`config.mk`:
```
export PLATFORM = sky130hd
export DESIGN_NAME = alu_seq_param
export DESIGN_NICKNAME = d
export VERILOG_FILES = /design/src/rtl/alu_seq_param.sv
export SDC_FILE = /design/constraint.sdc
export NUM_CORES = 1
export LEC_CHECK = 0
export BUFFER_PORTS_ARGS = -buffer_cell sky130_fd_sc_hd__buf_2
export CAP_MARGIN = 10
export CELL_PAD_IN_SITES_DETAIL_PLACEMENT = 1
export CELL_PAD_IN_SITES_GLOBAL_PLACEMENT = 1
export CORE_ASPECT_RATIO = 0.9
export CORE_MARGIN = 2
export CORE_UTILIZATION = 49
export DETAILED_ROUTE_END_ITERATION = 10
export HOLD_SLACK_MARGIN = 0.03
export PLACE_DENSITY_LB_ADDON = 0.1
export SLEW_MARGIN = 0
export SYNTH_ARGS = -nofsm -noshare
export SYNTH_HDL_FRONTEND = slang
export SYNTH_SLANG_ARGS = --single-unit
```
`constraint.sdc`:
```
create_clock -name clk -period 6 [get_ports clk]
set_input_delay 1.2 -clock clk [delete_from_list [all_inputs] [get_ports clk]]
set_output_delay 1.2 -clock clk [all_outputs]
set_load 0.01 [all_outputs]
```
`src/rtl/alu_seq_param.sv`:
```
// alu_seq_param: WIDTH-generic clocked ALU with valid/ready handshakes,
// iterative MUL/DIV and status flags; one op in flight at a time.
//
// Ports:
//   clk, rst            rising-edge clock, synchronous active-high reset
//   in_valid/in_ready   operand handshake (A, B, select captured on accept)
//   out_valid/out_ready result handshake (ALU_out, ALU_hi, flags held in DONE)
//   ALU_out, ALU_hi     primary result; MUL high half / DIV remainder
//   flag_z/c/v/dz       zero, carry/borrow, overflow, divide-by-zero
module alu_seq_param #(
    parameter int WIDTH = 8,
    parameter int SHW   = $clog2(WIDTH)
) (
    input  logic             clk,
    input  logic             rst,
    input  logic             in_valid,
    output logic             in_ready,
    input  logic [WIDTH-1:0] A,
    input  logic [WIDTH-1:0] B,
    input  logic [3:0]       select,
    output logic             out_valid,
    input  logic             out_ready,
    output logic [WIDTH-1:0] ALU_out,
    output logic [WIDTH-1:0] ALU_hi,
    output logic             flag_z,
    output logic             flag_c,
    output logic             flag_v,
    output logic             flag_dz
);

    localparam int CW = $clog2(WIDTH + 1);

    localparam logic [3:0] OP_ADD  = 4'h0;
    localparam logic [3:0] OP_SUB  = 4'h1;
    localparam logic [3:0] OP_MUL  = 4'h2;
    localparam logic [3:0] OP_DIV  = 4'h3;
    localparam logic [3:0] OP_SHL  = 4'h4;
    localparam logic [3:0] OP_SHR  = 4'h5;
    localparam logic [3:0] OP_ROL  = 4'h6;
    localparam logic [3:0] OP_ROR  = 4'h7;
    localparam logic [3:0] OP_AND  = 4'h8;
    localparam logic [3:0] OP_OR   = 4'h9;
    localparam logic [3:0] OP_XOR  = 4'hA;
    localparam logic [3:0] OP_NOR  = 4'hB;
    localparam logic [3:0] OP_NAND = 4'hC;
    localparam logic [3:0] OP_XNOR = 4'hD;
    localparam logic [3:0] OP_GT   = 4'hE;
    localparam logic [3:0] OP_EQ   = 4'hF;

    typedef enum logic [1:0] {
        IDLE,
        BUSY,
        DONE
    } state_t;

    state_t state;

    logic [CW-1:0]    cnt;
    logic [3:0]       op_r;
    logic [WIDTH-1:0] b_r;
    // MUL: hi_r = partial product high half, lo_r = multiplier/product low half.
    // DIV: hi_r = partial remainder, lo_r = dividend shifting into quotient.
    logic [WIDTH-1:0] hi_r;
    logic [WIDTH-1:0] lo_r;

    assign in_ready  = (state == IDLE);
    assign out_valid = (state == DONE);

    // ---------------- single-cycle datapath (operates on live inputs) ----
    logic [SHW-1:0]   amt;
    logic [31:0]      amt_inv;
    logic [WIDTH:0]   sum;
    logic [WIDTH:0]   diff;
    logic [WIDTH-1:0] r_out;
    logic [WIDTH-1:0] r_hi;
    logic             r_c;
    logic             r_v;
    logic             r_dz;

    assign amt     = B[SHW-1:0];
    assign amt_inv = 32'(WIDTH) - 32'(amt);
    assign sum     = {1'b0, A} + {1'b0, B};
    // Bit WIDTH of the widened difference is the borrow (A < B).
    assign diff    = {1'b0, A} - {1'b0, B};

    always_comb begin
        r_out = '0;
        r_hi  = '0;
        r_c   = 1'b0;
        r_v   = 1'b0;
        r_dz  = 1'b0;
        unique case (select)
            OP_ADD: begin
                r_out = sum[WIDTH-1:0];
                r_c   = sum[WIDTH];
                r_v   = (A[WIDTH-1] == B[WIDTH-1]) &&
                        (sum[WIDTH-1] != A[WIDTH-1]);
            end
            OP_SUB: begin
                r_out = diff[WIDTH-1:0];
                r_c   = diff[WIDTH];
                r_v   = (A[WIDTH-1] != B[WIDTH-1]) &&
                        (diff[WIDTH-1] != A[WIDTH-1]);
            end
            OP_MUL: r_out = '0;
            // Only reached here for B == 0; non-zero divisors iterate.
            OP_DIV: begin
                r_out = '1;
                r_hi  = A;
                r_dz  = 1'b1;
            end
            OP_SHL:  r_out = A << amt;
            OP_SHR:  r_out = A >> amt;
            // Shift by WIDTH yields 0, so amount 0 passes A through.
            OP_ROL:  r_out = (A << amt) | (A >> amt_inv);
            OP_ROR:  r_out = (A >> amt) | (A << amt_inv);
            OP_AND:  r_out = A & B;
            OP_OR:   r_out = A | B;
            OP_XOR:  r_out = A ^ B;
            OP_NOR:  r_out = ~(A | B);
            OP_NAND: r_out = ~(A & B);
            OP_XNOR: r_out = ~(A ^ B);
            OP_GT:   r_out = {{(WIDTH-1){1'b0}}, (A > B)};
            OP_EQ:   r_out = {{(WIDTH-1){1'b0}}, (A == B)};
        endcase
    end

    // ---------------- iterative step (operates on captured state) --------
    logic             is_div;
    logic [WIDTH:0]   mul_sum;
    logic [WIDTH:0]   div_sh;
    logic [WIDTH:0]   div_tr;
    logic [WIDTH-1:0] step_hi;
    logic [WIDTH-1:0] step_lo;

    assign is_div  = (op_r == OP_DIV);
    assign mul_sum = {1'b0, hi_r} + (lo_r[0] ? {1'b0, b_r} : '0);
    assign div_sh  = {hi_r, lo_r[WIDTH-1]};
    // Negative trial (bit WIDTH set) means restore: keep the shifted value.
    assign div_tr  = div_sh - {1'b0, b_r};

    always_comb begin
        if (is_div) begin
            step_hi = div_tr[WIDTH] ? div_sh[WIDTH-1:0] : div_tr[WIDTH-1:0];
            step_lo = {lo_r[WIDTH-2:0], ~div_tr[WIDTH]};
        end else begin
            step_hi = mul_sum[WIDTH:1];
            step_lo = {mul_sum[0], lo_r[WIDTH-1:1]};
        end
    end

    // ---------------- control FSM and result registers --------------
    always_ff @(posedge clk) begin
        if (rst) begin
            state   <= IDLE;
            cnt     <= '0;
            op_r    <= '0;
            b_r     <= '0;
            hi_r    <= '0;
            lo_r    <= '0;
            ALU_out <= '0;
            ALU_hi  <= '0;
            flag_z  <= 1'b0;
            flag_c  <= 1'b0;
            flag_v  <= 1'b0;
            flag_dz <= 1'b0;
        end else begin
            unique case (state)
                IDLE: begin
                    if (in_valid) begin
                        op_r <= select;
                        b_r  <= B;
                        lo_r <= A;
                        hi_r <= '0;
                        if (select == OP_MUL ||
                            (select == OP_DIV && B != '0)) begin
                            cnt   <= CW'(WIDTH);
                            state <= BUSY;
                        end else begin
                            ALU_out <= r_out;
                            ALU_hi  <= r_hi;
                            flag_z  <= (r_out == '0);
                            flag_c  <= r_c;
                            flag_v  <= r_v;
                            flag_dz <= r_dz;
                            state   <= DONE;
                        end
                    end
                end
                BUSY: begin
                    hi_r <= step_hi;
                    lo_r <= step_lo;
                    cnt  <= cnt - 1'b1;
                    if (cnt == CW'(1)) begin
                        ALU_out <= step_lo;
                        ALU_hi  <= step_hi;
                        flag_z  <= (step_lo == '0);
                        flag_c  <= 1'b0;
                        flag_v  <= !is_div && (step_hi != '0);
                        flag_dz <= 1'b0;
                        state   <= DONE;
                    end
                end
                DONE: begin
                    if (out_ready) state <= IDLE;
                end
                default: state <= IDLE;
            endcase
        end
    end

endmodule

```
==> out/qor.csv, run 1 <==
stage,metric,value,unit
run_status,status,completed,
die,die-area,13200,µm²
synth,synthCells,821,
die,start_util,50.0,%
placement,port_buffers,45,
drt,drc,0,
clock_network,clk_latency,0.30,ns
clock_network,cts-buffers-inserted,5,
synth,ys_warn_count,0,
synth,yosysSeqAreaShare,18.0,%
die,fp.coreArea,12000,µm²
timing,rsz0062_at_grt,false,
drt,drt-wirelength-per-cell,24.4,µm
final_layout,areaGrowthSynthToFinish,6.14,%
die,rows,38,
synth,synth.distinct_cells,83,
hold_path,hold_path.class,register to register,
placement,finalWeightedCongestion,0.968,
worst_setup_path,r2r_slack,2.58,ns
timing,finClkSkew,0.00665,ns
clock_network,holdBufCountCts,0,
final_layout,fin_nets,888,
clock_network,cts-htree-levels,2,
drt,antenna_left,0,
clock_network,cts_resized,0,
power_and_ir_drop,p_leak,0.00258,µW
final_layout,drive_gt1_share,12.1,%
synth,synthTopCellsByArea,"dfxtp_1 18%, ha_1 9.2%, a21oi_1 6.7%",
worst_setup_path,endpoint_kind,register,
timing,slew_headroom,18.0,%
power_and_ir_drop,p_per_area,188,nW/µm²
die,io_pins,46,
timing,period_minus_slack,4.38,ns
clock_network,clkSlewWorstSetupHoldPaths,0.07,ns
final_layout,utilization,53.0,%
placement,placed_cell_area,6210,µm²
timing,setup_viol,0,
worst_setup_path,critPathCapture,flag_z$_SDFFE_PP0P_,
placement,dp_hpwl,17.4,mm
global_routing,grt_first_pass_wirelength,36.9,mm
timing,post-route-period-util,72.9,%
clock_network,cts_root_buf,clkbuf_16,
synth,syn_avg_cell_area,7.32,µm²
worst_setup_path,startpoint_type,input pin,
worst_setup_path,worstPathRequired,6.25,ns
timing,fmax,228,MHz
job,max-cap-violations,0,
die,die_x,121,µm
clock_network,cts_tree,built,
placement,dp_cells,969,
synth,synth_ff_type,dfxtp_1,
timing,hold_viol_final,0,
drt,wirelength,23.8,mm
final_layout,final_common_cell,nand2_1,
final_layout,n_antenna_cell,0,
synth,syn-cell-area,6010,µm²
timing,tightestPinTransition,1.23,ns
power_and_ir_drop,power,1200,µW
global_routing,grt_max_degree,56,
drt,viasPerCell,6.72,
worst_setup_path,crit_arrival,4.63,ns
final_layout,fin_cells,977,
worst_setup_path,crit_path_start,B[4],
clock_network,cts_buffer_depth,2,
drt,wl_met1,10.3,mm
timing,slew_violations,0,
drt,wl_met2,10.5,mm
worst_setup_path,r2r_start,lo_r[7]$_SDFFE_PP0P_,
global_routing,antenna_found_initial,1,
worst_setup_path,criticalPathCategory,input pin to register,
synth,postSynth.asyncResetShare,0,%
worst_setup_path,reg2reg_to,ALU_hi[4]$_SDFFE_PP0P_,
global_routing,grtUsageTotal,36.3,%
drt,drt_first_iter_violations,686,
final_layout,multi_input_area,4480,µm²
drt,dr_wl_met3,2.44,mm
final_layout,seqCellArea,1080,µm²
synth,synth_area_leader_cell,dfxtp_1,
synth,synth_top_area_share,18.0,%
synth,syn-num-nets,893,
die,die_h,109,µm
worst_setup_path,path_max_fanout,16,
global_routing,grt_pass1_vias,6454,
clock_network,clock-sinks,54,
timing,finalSetupTns,0,ns
power_and_ir_drop,ir_drop,0.150,mV
clock_network,post_cts_buffers,0,
worst_setup_path,reg2regPathDepth,12,
final_layout,final_cell_mix,"99 x nand2_1, 82 x nor2_1, 81 x a21oi_1",
global_routing,grt.overflow.total,0,
final_layout,fill_cells,1577,
final_layout,fin_area,6380,µm²
hold_path,min_path_cells,2,
drt,vias,6566,
drt,highest_layer,met5,
drt,drtPass1Iterations,6,
synth,synth-edff-count,0,
synth,yosys_register_bits,54,
-- stage by stage --
step	worst slack, ns	hold slack (ns)
after floorplan	2.31	0.436
after global placement	1.53	0.438
after detailed placement	1.46	0.444
after CTS	1.75	0.455
after global routing	1.47	0.489
final	1.62	0.452
-- layer usage --
metal	GRT usage, %	vias up
met5	0	-
met4	10.6	2
met3	9.68	46
met2	55.3	309
met1	50.3	3246
li1	-	2963
-- how the worst min path moves through the flow --
stage          slack (ns)                     from                       to
2_1_floorplan        0.44     op_r[2]$_SDFFE_PP0P_     op_r[2]$_SDFFE_PP0P_
3_3_place_gp         0.44  ALU_out[4]$_SDFFE_PP0P_  ALU_out[4]$_SDFFE_PP0P_
3_5_place_dp         0.44   ALU_hi[1]$_SDFFE_PP0P_   ALU_hi[1]$_SDFFE_PP0P_
4_1_cts              0.45   ALU_hi[1]$_SDFFE_PP0P_   ALU_hi[1]$_SDFFE_PP0P_
5_1_grt              0.49     op_r[3]$_SDFFE_PP0P_     op_r[3]$_SDFFE_PP0P_
6_report             0.45   ALU_hi[1]$_SDFFE_PP0P_   ALU_hi[1]$_SDFFE_PP0P_
-- layout make-up --
type | count | share of cell area [%]
Clock buffer | 5 | 1.96
Clock inverter | 3 | 0.765
Inverter | 44 | 2.59
Multi-Input combinational cell | 658 | 70.1
Sequential cell | 54 | 16.9
Tap cell | 160 | 3.14
Timing Repair Buffer | 53 | 4.47
-- critical path, stage by stage --
cell and delay [ns]:
buf_2 0.12, nor4_1 0.78, a41oi_2 0.33, a21oi_1 0.31, nor2b_1 1.00, nor2_1 0.10, or4_1 0.47, nor4_2 0.15
a31o_1 0.17
-- cells in the mapped netlist (3+ instances only) --
| master | count |
|---|---|
| nand2_1 | 99 |
| nor2_1 | 82 |
| a21oi_1 | 81 |
| dfxtp_1 | 54 |
| ha_1 | 44 |
| inv_1 | 42 |
| clkbuf_1 | 39 |
| o21ai_0 | 27 |
| nand3_1 | 25 |
| nor3_1 | 24 |
| mux2i_1 | 19 |
| buf_2 | 16 |
| xnor2_1 | 15 |
| a211oi_1 | 14 |
| a31oi_1 | 13 |
| nor4_1 | 13 |
| mux2_2 | 12 |
| and2_1 | 11 |
| a21o_1 | 10 |
| a22oi_1 | 9 |
| mux4_2 | 9 |
| o211ai_1 | 9 |
| and3_1 | 8 |
| nand2b_1 | 8 |
| nor2b_1 | 8 |
| xor2_1 | 8 |
| o21bai_1 | 6 |
| a221oi_1 | 5 |
| nand4_1 | 5 |
| o22ai_1 | 5 |
| or3_1 | 5 |
| a32oi_1 | 4 |
| buf_1 | 4 |
| buf_4 | 4 |
| fa_1 | 4 |
| nand3b_1 | 4 |
| nor4b_1 | 4 |
| o221ai_1 | 4 |
| o31ai_1 | 4 |
| a2111oi_0 | 3 |
| a311oi_1 | 3 |
| nand4b_1 | 3 |
| nor3b_1 | 3 |
| o21a_1 | 3 |
-- sequential cells by signal, indices dropped and copies added, names as in the netlist --
register and flops:
flag_z 1, ALU_hi 8, state 2, ALU_out 8, op_r 4, flag_dz 1, flag_v 1, hi_r 8
flag_c 1, cnt 4, b_r 8, lo_r 8
-- logic make-up (layout without fill, tap and decap cells) --
logic type / Yosys count / in the layout / share of synthesized area, %
AND/OR/NAND/NOR: 315 / 315 / 25.5
AO/OA/AOI/OAI: 230 / 230 / 25.4
buffers and inverters: 109 / 105 / 7.64
flip-flops: 54 / 54 / 18.0
adder cells (fa/ha/maj): 48 / 48 / 10.5
multiplexers: 41 / 41 / 9.22
XOR/XNOR: 24 / 24 / 3.81
-- where the power goes --
group	internal (µW)	switching, µW	total [µW]
Combinational	162	293	455
Clock	200	147	347
Sequential	380	19.3	399
No activity file was read; power rests on OpenSTA's default activity.
==> run 2, diff against run 1 <==
- ABC_AREA: not set -> 1
- CORE_UTILIZATION: 49 -> 38
- clock period: 6 -> 3.7 ns (I/O delays scaled with it)
==> run 2 against run 1 <==
Effect of this change: total power rose by 130%; sequential share of layout area is essentially flat; register-to-register slack got worse by 1.7 ns.
==> out/qor.csv, run 2 <==
stage,metric,value,unit,change
timing,slew_headroom,45.9,%,+28 points
synth,ys_warn_count,0,,unchanged
placement,dp_hpwl,19.2,mm,+10%
placement,finalWeightedCongestion,0.953,,-1.6%
clock_network,clkSlewWorstSetupHoldPaths,0.08,ns,about the same
clock_network,clk_latency,0.31,ns,about the same
worst_setup_path,r2r_slack,0.91,ns,-1.67 ns
hold_path,hold_path.class,register to register,,
synth,yosys_register_bits,54,,unchanged
synth,syn-cell-area,5800,µm²,-3.5%
synth,syn_avg_cell_area,5.68,µm²,-22%
synth,synthTopCellsByArea,"nand2_1 20%, dfxtp_1 19%, nand3_1 12%",,
worst_setup_path,worstPathRequired,3.90,ns,-2.35 ns
power_and_ir_drop,ir_drop,0.270,mV,+80%
synth,yosysMostFrequentCell,nand2_1,,
worst_setup_path,cp_cell_sequence,"inv_1, nor2_2, buf_4, inv_2, nand2_1, inv_2, nor2_1, nand2_1, inv_2, nor2_1, nor2_1, o21ai_0, inv_1",,
global_routing,grt.overflow.total,0,,unchanged
drt,drt-wirelength-per-cell,19.1,µm,-22%
synth,synth_area_leader_cell,nand2_1,,
clock_network,cts_tree,built,,
synth,synth_ff_type,dfxtp_1,,
worst_setup_path,crit_arrival,2.99,ns,-1.64 ns
worst_setup_path,path_max_fanout,33,,+17
run_status,status,completed,,
drt,antenna_left,0,,unchanged
clock_network,cts_resized,0,,unchanged
final_layout,fin_nets,1128,,+27%
timing,rsz0062_at_grt,false,,
global_routing,grtUsageTotal,30.1,%,-6.2 points
clock_network,post_cts_buffers,0,,unchanged
worst_setup_path,endpoint_kind,register,,
die,die-area,16300,µm²,+23%
die,die_x,134,µm,+11%
synth,synth.distinct_cells,37,,-55%
final_layout,n_antenna_cell,0,,unchanged
timing,hold_viol_final,0,,unchanged
timing,tightestPinTransition,0.805,ns,-0.423 ns
worst_setup_path,cpMaxStageDelayCell,inv_2,,
final_layout,drive_gt1_share,9.18,%,-2.9 points
drt,viasPerCell,5.52,,-18%
final_layout,fin_cells,1255,,+28%
clock_network,holdBufCountCts,0,,unchanged
timing,setup_viol,0,,unchanged
final_layout,final_common_cell,nand2_1,,
synth,synth-edff-count,0,,unchanged
synth,synth_top_area_share,19.7,%,+1.8 points
die,io_pins,46,,unchanged
final_layout,seqCellArea,1080,µm²,unchanged
drt,vias,6931,,+5.6%
synth,yosysSeqAreaShare,18.6,%,+0.66 points
clock_network,cts_root_buf,clkbuf_16,,
global_routing,grt_max_degree,34,,-39%
global_routing,antenna_found_initial,0,,-1
die,fp.coreArea,14800,µm²,+23%
clock_network,cts-htree-levels,2,,unchanged
timing,post-route-period-util,75.3,%,
placement,dp_cells,1247,,+29%
synth,syn-num-nets,1093,,+22%
timing,slew_violations,0,,unchanged
synth,postSynth.asyncResetShare,0,%,unchanged
worst_setup_path,critPathMaxStageDelay,0.43,ns,-0.57 ns
worst_setup_path,criticalPathCategory,register to register,,
die,start_util,39.1,%,-11 points
drt,drtPass1Iterations,5,,-1
job,max-cap-violations,0,,unchanged
drt,drt_first_iter_violations,648,,-5.5%
clock_network,cts-buffers-inserted,5,,unchanged
final_layout,areaGrowthSynthToFinish,10.1,%,
timing,fmax,359,MHz,
drt,wirelength,23.9,mm,+0.50%
drt,drc,0,,unchanged
clock_network,cts_buffer_depth,2,,unchanged
final_layout,fill_cells,2141,,+36%
synth,synth_common_cells,"305 x nand2_1, 139 x nand3_1, 107 x inv_1, 89 x nor2_1, 69 x a21oi_1",,
global_routing,grt_pass1_vias,6712,,+4.0%
clock_network,clock-sinks,54,,unchanged
power_and_ir_drop,p_per_area,424,nW/µm²,+130%
timing,finalSetupTns,0,ns,unchanged
timing,period_minus_slack,2.79,ns,
timing,finClkSkew,0.0110,ns,+0.00437 ns
power_and_ir_drop,p_leak,0.00327,µW,+27%
global_routing,grt_first_pass_wirelength,37.9,mm,+2.7%
worst_setup_path,startpoint_type,register,,
final_layout,multi_input_area,4110,µm²,-8.3%
die,rows,42,,+11%
final_layout,final_cell_mix,"305 x nand2_1, 139 x nand3_1, 107 x inv_1",,
synth,synthCells,1021,,+24%
placement,port_buffers,45,,unchanged
die,die_h,121,µm,+11%
[run 2: cell count changes after synthesis, sizes merged, moves of 15 or more]
cell	delta
nand2	+212
clkbuf	-19
mux2i	-19
o21ai	+58
nor3	-21
inv	+75
nand3	+115
buf	-15
[run 2: area by class of cell]
class / instances / share of cell area (%)
tap: 198 / 3.88
multi-input combinational: 810 / 64.3
inverter: 126 / 7.40
clock inverter: 3 / 0.392
clock buffer: 5 / 1.96
sequential: 54 / 16.9
timing repair buffer: 59 / 5.17
[run 2: final timing paths]
path,endpoint,depth (start not counted),startpoint
worst max-delay path,ALU_out[4]$_SDFFE_PP0P_,13,state[0]$_SDFFE_PP0P_
worst min-delay path,ALU_out[3]$_SDFFE_PP0P_,2,ALU_out[3]$_SDFFE_PP0P_
worst max register to register,ALU_out[4]$_SDFFE_PP0P_,13,state[0]$_SDFFE_PP0P_
worst min register to register,ALU_out[3]$_SDFFE_PP0P_,2,ALU_out[3]$_SDFFE_PP0P_
[run 2: kinds of logic (layout without fill, tap and decap cells)]
group	after synthesis	count (layout)	share of synthesized area, %
AOI/OAI and AO/OA	176	176	16.0
xor gates and xnor gates	12	12	1.81
and+or+nand+nor	574	574	42.1
buffers and inverters	157	193	10.6
adders and majority gates	48	48	10.9
DFF	54	54	18.6
[run 2: routing by layer]
metal,global-route usage (%),vias to the layer above,routed length [µm]
li1,-,3397,-
met1,45.9,3251,11800
met2,45.2,258,9970
met3,3.55,25,1680
met4,6.58,0,472
met5,0,-,0
[run 2: power breakdown]
group	internal [µW]	switching, µW	leakage (µW)
clock	256	243	0.0000704
sequential	725	94.4	0.000444
combinational	444	948	0.00275
[run 2: stage by stage]
step	setup slack [ns]	power [µW]	hold slack (ns)	utilization, %	cell area [µm²]
final	0.913	2710	0.470	43.1	6390
after global routing	0.641	2940	0.496	43.1	6390
after CTS	0.943	2710	0.469	43.1	6390
after detailed placement	0.634	2200	0.457	42.1	6240
after global placement	0.671	2180	0.455	42.1	6240
after floorplan	1.08	1760	0.450	-	5800
[run 2: worst max-delay path: cells and delay by family (launching register included)]
kind,cells,cell delay [ns]
buffers and inverters,6,1.31
AND/OR/NAND/NOR,6,0.91
flip-flops,1,0.33
AO/OA/AOI/OAI,1,0.12
